**src/rtl/order_request_issuer.sv**
```systemverilog
// Order request issuer: buffers parsed order requests in a FIFO and issues them one at a time to order_book_wrapper.
// Optional WAIT_DONE watchdog enabled by defining ISSUE_TIMEOUT_EN.
package order_book_pkg;
  localparam int unsigned STOCK_INDEX    = 2;
  localparam int unsigned NUM_STOCKS     = 4;
  localparam int unsigned PRICE_INDEX    = 15;
  localparam int unsigned ORDER_INDEX    = 7;
  localparam int unsigned QUANTITY_INDEX = 7;

  localparam logic [2:0] NO_REQUEST   = 3'd0;
  localparam logic [2:0] ADD_ORDER    = 3'd1;
  localparam logic [2:0] CANCEL_ORDER = 3'd2;
  localparam logic [2:0] TRADE_ORDER  = 3'd3;

  typedef struct packed {
    logic [PRICE_INDEX:0]    price;
    logic [ORDER_INDEX:0]    order_id;
    logic [QUANTITY_INDEX:0] quantity;
  } book_entry;
endpackage

module order_request_issuer
  import order_book_pkg::*;
#(
  parameter int unsigned FIFO_DEPTH     = 8,
  parameter int unsigned CNT_W          = 16,
  parameter int unsigned TIMEOUT_CYCLES = 1024
) (
  input  logic                          clk_in,
  input  logic                          rst_in,
  input  logic                          in_valid,
  output logic                          in_ready,
  input  logic [STOCK_INDEX:0]          in_stock,
  input  book_entry                     in_entry,
  input  logic [2:0]                    in_request,
  input  logic [ORDER_INDEX:0]          in_order_id,
  input  logic [QUANTITY_INDEX:0]       in_quantity,
  input  logic                          in_delete,
  output logic [STOCK_INDEX:0]          stock_to_add,
  output book_entry                     order_to_add,
  output logic                          start,
  output logic [2:0]                    request,
  output logic [ORDER_INDEX:0]          order_id,
  output logic                          delete,
  output logic [QUANTITY_INDEX:0]       quantity,
  input  logic                          is_busy,
  output logic [$clog2(FIFO_DEPTH):0]   fifo_count,
  output logic [CNT_W-1:0]              issued_count,
  output logic [CNT_W-1:0]              rejected_count,
  output logic                          timeout_err,
  output logic                          idle
);

  localparam int unsigned PTR_W = $clog2(FIFO_DEPTH);
  localparam logic [PTR_W:0] FULL_CNT = (PTR_W+1)'(FIFO_DEPTH);

  if (FIFO_DEPTH < 2 || (FIFO_DEPTH & (FIFO_DEPTH - 1)) != 0 || TIMEOUT_CYCLES < 1) begin : g_bad_param
    $error("order_request_issuer: FIFO_DEPTH must be a power of two >= 2 and TIMEOUT_CYCLES >= 1");
  end

  typedef struct packed {
    logic [STOCK_INDEX:0]    stock;
    book_entry               entry;
    logic [2:0]              request;
    logic [ORDER_INDEX:0]    order_id;
    logic [QUANTITY_INDEX:0] quantity;
    logic                    del;
  } req_t;

  typedef enum logic [1:0] {S_IDLE, S_ISSUE, S_ARM, S_WAIT_DONE} state_t;

  req_t                    mem_q [FIFO_DEPTH];
  req_t                    mem_d [FIFO_DEPTH];
  logic [PTR_W-1:0]        wr_ptr_q, wr_ptr_d, rd_ptr_q, rd_ptr_d;
  logic [PTR_W:0]          count_q, count_d;
  state_t                  state_q, state_d;
  logic [STOCK_INDEX:0]    stock_q, stock_d;
  book_entry               entry_q, entry_d;
  logic [2:0]              request_q, request_d;
  logic [ORDER_INDEX:0]    order_id_q, order_id_d;
  logic [QUANTITY_INDEX:0] quantity_q, quantity_d;
  logic                    delete_q, delete_d;
  logic                    start_q, start_d;
  logic [CNT_W-1:0]        issued_q, issued_d, rejected_q, rejected_d;
  logic                    full, empty, push, pop;
  req_t                    head;

`ifdef ISSUE_TIMEOUT_EN
  localparam int unsigned WD_W = $clog2(TIMEOUT_CYCLES) + 1;
  localparam logic [WD_W-1:0] WD_LAST = WD_W'(TIMEOUT_CYCLES - 1);
  logic [WD_W-1:0] wd_q, wd_d;
  logic            timeout_q, timeout_d;
`endif

  assign full  = (count_q == FULL_CNT);
  assign empty = (count_q == '0);
  assign push  = in_valid && !full;
  assign head  = mem_q[rd_ptr_q];

  always_comb begin
    mem_d      = mem_q;
    wr_ptr_d   = wr_ptr_q;
    rd_ptr_d   = rd_ptr_q;
    count_d    = count_q;
    state_d    = state_q;
    stock_d    = stock_q;
    entry_d    = entry_q;
    request_d  = request_q;
    order_id_d = order_id_q;
    quantity_d = quantity_q;
    delete_d   = delete_q;
    start_d    = start_q;
    issued_d   = issued_q;
    rejected_d = rejected_q;
    pop        = 1'b0;
`ifdef ISSUE_TIMEOUT_EN
    wd_d       = '0;
    timeout_d  = timeout_q;
`endif

    unique case (state_q)
      S_IDLE: begin
        if (!empty && !is_busy) begin
          pop = 1'b1;
          if (32'(head.stock) >= NUM_STOCKS) begin
            if (~&rejected_q) rejected_d = rejected_q + CNT_W'(1);
          end else begin
            stock_d    = head.stock;
            entry_d    = head.entry;
            request_d  = head.request;
            order_id_d = head.order_id;
            quantity_d = head.quantity;
            delete_d   = head.del;
            start_d    = 1'b1;
            state_d    = S_ISSUE;
          end
        end
      end
      S_ISSUE: begin
        start_d = 1'b0;
        if (~&issued_q) issued_d = issued_q + CNT_W'(1);
        state_d = S_ARM;
      end
      S_ARM: state_d = S_WAIT_DONE;
      S_WAIT_DONE: begin
        if (!is_busy) begin
          state_d = S_IDLE;
`ifdef ISSUE_TIMEOUT_EN
        end else if (wd_q == WD_LAST) begin
          timeout_d  = 1'b1;
          state_d    = S_IDLE;
          stock_d    = '0;
          entry_d    = '0;
          request_d  = '0;
          order_id_d = '0;
          quantity_d = '0;
          delete_d   = 1'b0;
        end else begin
          wd_d = wd_q + WD_W'(1);
`endif
        end
      end
      default: state_d = S_IDLE;
    endcase

    // Push and pop in the same cycle leave the occupancy unchanged.
    if (push) begin
      mem_d[wr_ptr_q] = '{stock: in_stock, entry: in_entry, request: in_request,
                          order_id: in_order_id, quantity: in_quantity, del: in_delete};
      wr_ptr_d = wr_ptr_q + PTR_W'(1);
    end
    if (pop) rd_ptr_d = rd_ptr_q + PTR_W'(1);
    if (push && !pop)      count_d = count_q + (PTR_W+1)'(1);
    else if (pop && !push) count_d = count_q - (PTR_W+1)'(1);
  end

  always_ff @(posedge clk_in) begin
    mem_q <= mem_d;
  end

  always_ff @(posedge clk_in) begin
    if (rst_in) begin
      wr_ptr_q   <= '0;
      rd_ptr_q   <= '0;
      count_q    <= '0;
      state_q    <= S_IDLE;
      stock_q    <= '0;
      entry_q    <= '0;
      request_q  <= '0;
      order_id_q <= '0;
      quantity_q <= '0;
      delete_q   <= 1'b0;
      start_q    <= 1'b0;
      issued_q   <= '0;
      rejected_q <= '0;
`ifdef ISSUE_TIMEOUT_EN
      wd_q       <= '0;
      timeout_q  <= 1'b0;
`endif
    end else begin
      wr_ptr_q   <= wr_ptr_d;
      rd_ptr_q   <= rd_ptr_d;
      count_q    <= count_d;
      state_q    <= state_d;
      stock_q    <= stock_d;
      entry_q    <= entry_d;
      request_q  <= request_d;
      order_id_q <= order_id_d;
      quantity_q <= quantity_d;
      delete_q   <= delete_d;
      start_q    <= start_d;
      issued_q   <= issued_d;
      rejected_q <= rejected_d;
`ifdef ISSUE_TIMEOUT_EN
      wd_q       <= wd_d;
      timeout_q  <= timeout_d;
`endif
    end
  end

`ifdef ISSUE_TIMEOUT_EN
  assign timeout_err = timeout_q;
`else
  assign timeout_err = 1'b0;
`endif

  assign in_ready       = !full;
  assign stock_to_add   = stock_q;
  assign order_to_add   = entry_q;
  assign start          = start_q;
  assign request        = request_q;
  assign order_id       = order_id_q;
  assign delete         = delete_q;
  assign quantity       = quantity_q;
  assign fifo_count     = count_q;
  assign issued_count   = issued_q;
  assign rejected_count = rejected_q;
  assign idle           = (state_q == S_IDLE) && empty;

endmodule

```
**config.mk**
```make
export PLATFORM = sky130hd
export DESIGN_NAME = order_request_issuer
export DESIGN_NICKNAME = d
export VERILOG_FILES = /design/src/rtl/order_request_issuer.sv
export SDC_FILE = /design/constraint.sdc
export NUM_CORES = 1
export LEC_CHECK = 0
export CORE_ASPECT_RATIO = 1.25
export CORE_MARGIN = 2
export CORE_UTILIZATION = 63
export CTS_CLUSTER_DIAMETER = 150
export CTS_CLUSTER_SIZE = 40
export DETAILED_ROUTE_END_ITERATION = 12
export GPL_TIMING_DRIVEN = 0
export PLACE_DENSITY_LB_ADDON = 0.2
export SLEW_MARGIN = 20
export SYNTH_ARGS = -nofsm -noshare
export SYNTH_HDL_FRONTEND = slang
export SYNTH_SLANG_ARGS = --single-unit
export TNS_END_PERCENT = 30
```
**constraint.sdc**
```tcl
create_clock -name clk_in -period 14 [get_ports clk_in]
set_clock_uncertainty 0.15 [all_clocks]
set_input_delay 3.5 -clock clk_in [delete_from_list [all_inputs] [get_ports clk_in]]
set_output_delay 3.5 -clock clk_in [all_outputs]
set_load 0.02 [all_outputs]
```
==> key figures <==
Outcome
  • Status: complete, no violations

GRT
  • Pin count of the biggest net entering global routing: 42
  • Global-route wire length before repair: 64250 µm
  • Total GRT Usage: 24.69%
  • Total gr overflow: 0
  • Initial antenna violation count: 3
  • Number of global-route vias before repair: 11150

Worst setup path
  • Slowest CP cell: clkdlybuf4s50_1
  • Crit-path cells: nor4_1 -> and2_1 -> clkdlybuf4s50_1
  • CP Max Fanout: 7
  • CP arrival: 2.16 ns
  • Nature of the critical path startpoint: register
  • Critical path capture point type: output pin
  • Critical path class: register to output pin
  • Top delay family on crit path: simple AND/OR/NAND/NOR gates
  • Crit path buf inv count: 1
  • Worst EP required: 10.35 ns
  • Max incr delay on CP: 0.59 ns

Clock network
  • Clk sinks: 540
  • CTS H-Tree Depth: 1
  • Postcts setup bufs: 0
  • CTS tree: yes
  • PostCTS Resize Cnt: 0
  • Clk_lat worst skew: 0.55 ns
  • CTS Root Cell: clkbuf_16
  • Clock-pin slew on the worst setup and hold paths: 0.15 ns
  • Hold_buf cts: 0
  • Deepest clock path buffer count: 3
  • Num CTS Buffers: 17

Route
  • Max layer used: met5
  • Pre-Repair DR Iteration Count: 5
  • Wire length on met3: 2777 µm
  • # DRC: 0
  • Met2 wire length: 21930 µm
  • Post-Route M1 WL: 16530 µm
  • Vias per cell: 6.247
  • Routed Antenna Nets: 0
  • Routed length per instance: 23.90 µm
  • Vias: 11050
  • Final WL: 42260 µm
  • Iter 0 DRT Violations: 1165

Synth
  • Number of flops mapped to enable cells by yosys: 440
  • Mapped Area: 20650 µm²
  • Simple logic cell fraction of the synthesized area: 4.520%
  • Largest family of logic cells by synthesized area: multiplexers
  • Async S/R FF share, synth: 0%
  • Mux cell area share after synthesis: 14.81%
  • Synth cell count leaders: edfxtp_1, mux4_2, dfxtp_1
  • Top-area cell type share of the netlist area: 63.98%
  • Synth Register Bits: 540
  • Cells after synthesis: 1115
  • Sequential fraction of the synthesis area: 73.67%
  • Area leader, netlist: edfxtp_1
  • Net Count, Synth: 1186
  • Synth Area in Compound Gates: 3.877%
  • Primary FF master, synth: edfxtp_1
  • Largest cells by area after synthesis: edfxtp_1, mux4_2, dfxtp_1
  • XOR/XNOR Fraction of Synth Area: 0.8482%
  • Synth warnings: 0
  • Most common cell in the netlist: edfxtp_1
  • Syn_area_per_cell: 18.52 µm²
  • Count of cell types in the netlist: 55
  • Synth Area in Adders: 0.7634%

Die
  • Die X-Extent: 165.9 µm
  • Row count: 74
  • I/O Pins: 154
  • Die ar.: 34250 µm²
  • Die Y: 206.4 µm
  • Core area: 32500 µm²
  • Initial core utilization: 63.55%

Cells and area
  • Final #Nets: 1410
  • P&R area growth vs syn: 15.15%
  • Layout Utilization: 73.18%
  • Non-Filler Instances: 1768
  • Filler Cells Inserted: 1946
  • Layout cell share with drive strength beyond 1: 16.09%

Timing
  • Relative slew slack: 36.14%
  • Fmax achieved: 172.2 MHz
  • Final TNS setup: 0 ns
  • Period utilization: 41.48%
  • Max-slew violations: 0
  • Worst slew pin tran: 0.9579 ns
  • # setup viols final: 0
  • Post-layout min period: 5.808 ns
  • RSZ-0062 raised after global routing: false
  • Hold Vio Cnt, Final: 0

Flow run
  • # Max-Cap Violations: 0

Worst hold path
  • HP Class: register to register

Place
  • HPWL Detailed: 28930 µm
  • Cells after DPL: 1738
  • IO Port Bufs: 152
  • Routability cong.: 0.9190

Power and ir drop
  • Leak: 7.371 nW
  • Final Power: 3.639 mW
  • Pwr dens: 153.0 nW/µm²
  • VDD IR max: 167.8 µV
==> cell usage in the layout, fill, tap and decap left out, types with 6 or more instances in the layout <==
cell             synthesis  routed
edfxtp_1               440     440
clkdlybuf4s50_1          0     152
mux4_2                 108     108
dfxtp_1                100     100
nor2_1                  87      84
mux2i_1                 57      57
a211oi_1                57      57
clkbuf_1                31      42
buf_2                   16      26
buf_4                    1      26
a21oi_1                 23      23
nand2_1                 21      21
clkbuf_16                0      17
xnor2_1                 14      14
nand3_1                 12      12
buf_1                   11      11
and3_1                  11      11
ha_1                    11      11
o31ai_1                 10      10
buf_6                    1      10
or4_1                    9       9
inv_1                    8       8
nor3_1                  11       7
xor2_1                   6       6
nand4_1                  6       6
==> cell families after synthesis <==
family,after synthesis
AND/OR/NAND/NOR,190
AO/OA/AOI/OAI,112
adder cells (fa/ha/maj),12
other,1
buffers and inverters,70
flip-flops,540
multiplexers,170
XOR/XNOR,20
==> worst paths after layout <==
path                   start               end  slack (ns)  depth (start not counted)
max            fifo_count[0]              idle        8.19                          3
min          stock_to_add[2]   stock_to_add[2]        0.34                          1
max reg2reg      rd_ptr_q[0]  order_to_add[24]       10.78                          8
min reg2reg  stock_to_add[2]   stock_to_add[2]        0.34                          1
==> worst register-to-register path: cells and delay by family, from the launching register on <==
family | cells | cell delay [ns]
AOI/OAI and AO/OA | 3 | 1.06
and+or+nand+nor | 1 | 0.07
DFF | 1 | 0.37
buffers and inverters | 4 | 1.44
==> flip-flops by register name, summed over array words and instances, names as in the netlist, 2 cells and up <==
name            cells
quantity            8
fifo_count          4
request             3
rejected_count     16
state_q             2
issued_count       16
mem_q             440
stock_to_add        3
wr_ptr_q            3
rd_ptr_q            3
order_to_add       32
order_id            8
==> cell type report <==
type,instances,area (µm²),share of cell area (%)
Antenna cell,1,2.502,0.01052
Buffer,61,271.5,1.142
Clock buffer,28,466.7,1.962
Clock inverter,1,30.03,0.1263
Inverter,9,36.28,0.1526
Multi-Input combinational cell,505,5179,21.78
Sequential cell,540,15210,63.98
Tap cell,418,523.0,2.199
Timing Repair Buffer,205,2058,8.655
==> routing by layer <==
metal	vias to the layer above	GRT usage, %
met5	-	0
met4	4	6.460
met3	66	3.332
met2	418	43.67
met1	5639	32.93
li1	4918	-
==> stage by stage <==
stage / cell area, µm² / hold slack, ns / worst slack [ns]
after CTS: 23780 / 0.3385 / 8.170
after global placement: 22700 / 0.3142 / -1.410
after global routing: 23780 / 0.3472 / 8.017
final: 23780 / 0.3362 / 8.192
after floorplan: 20650 / 0.3263 / 4.409
after detailed placement: 23280 / 0.3204 / 7.758
==> power by group <==
| part | internal (mW) | switching [mW] |
|---|---|---|
| Combinational | 0.469 | 0.538 |
| Clock | 0.239 | 0.436 |
| Sequential | 1.88 | 0.0744 |
(Power assumes the default switching activity.)
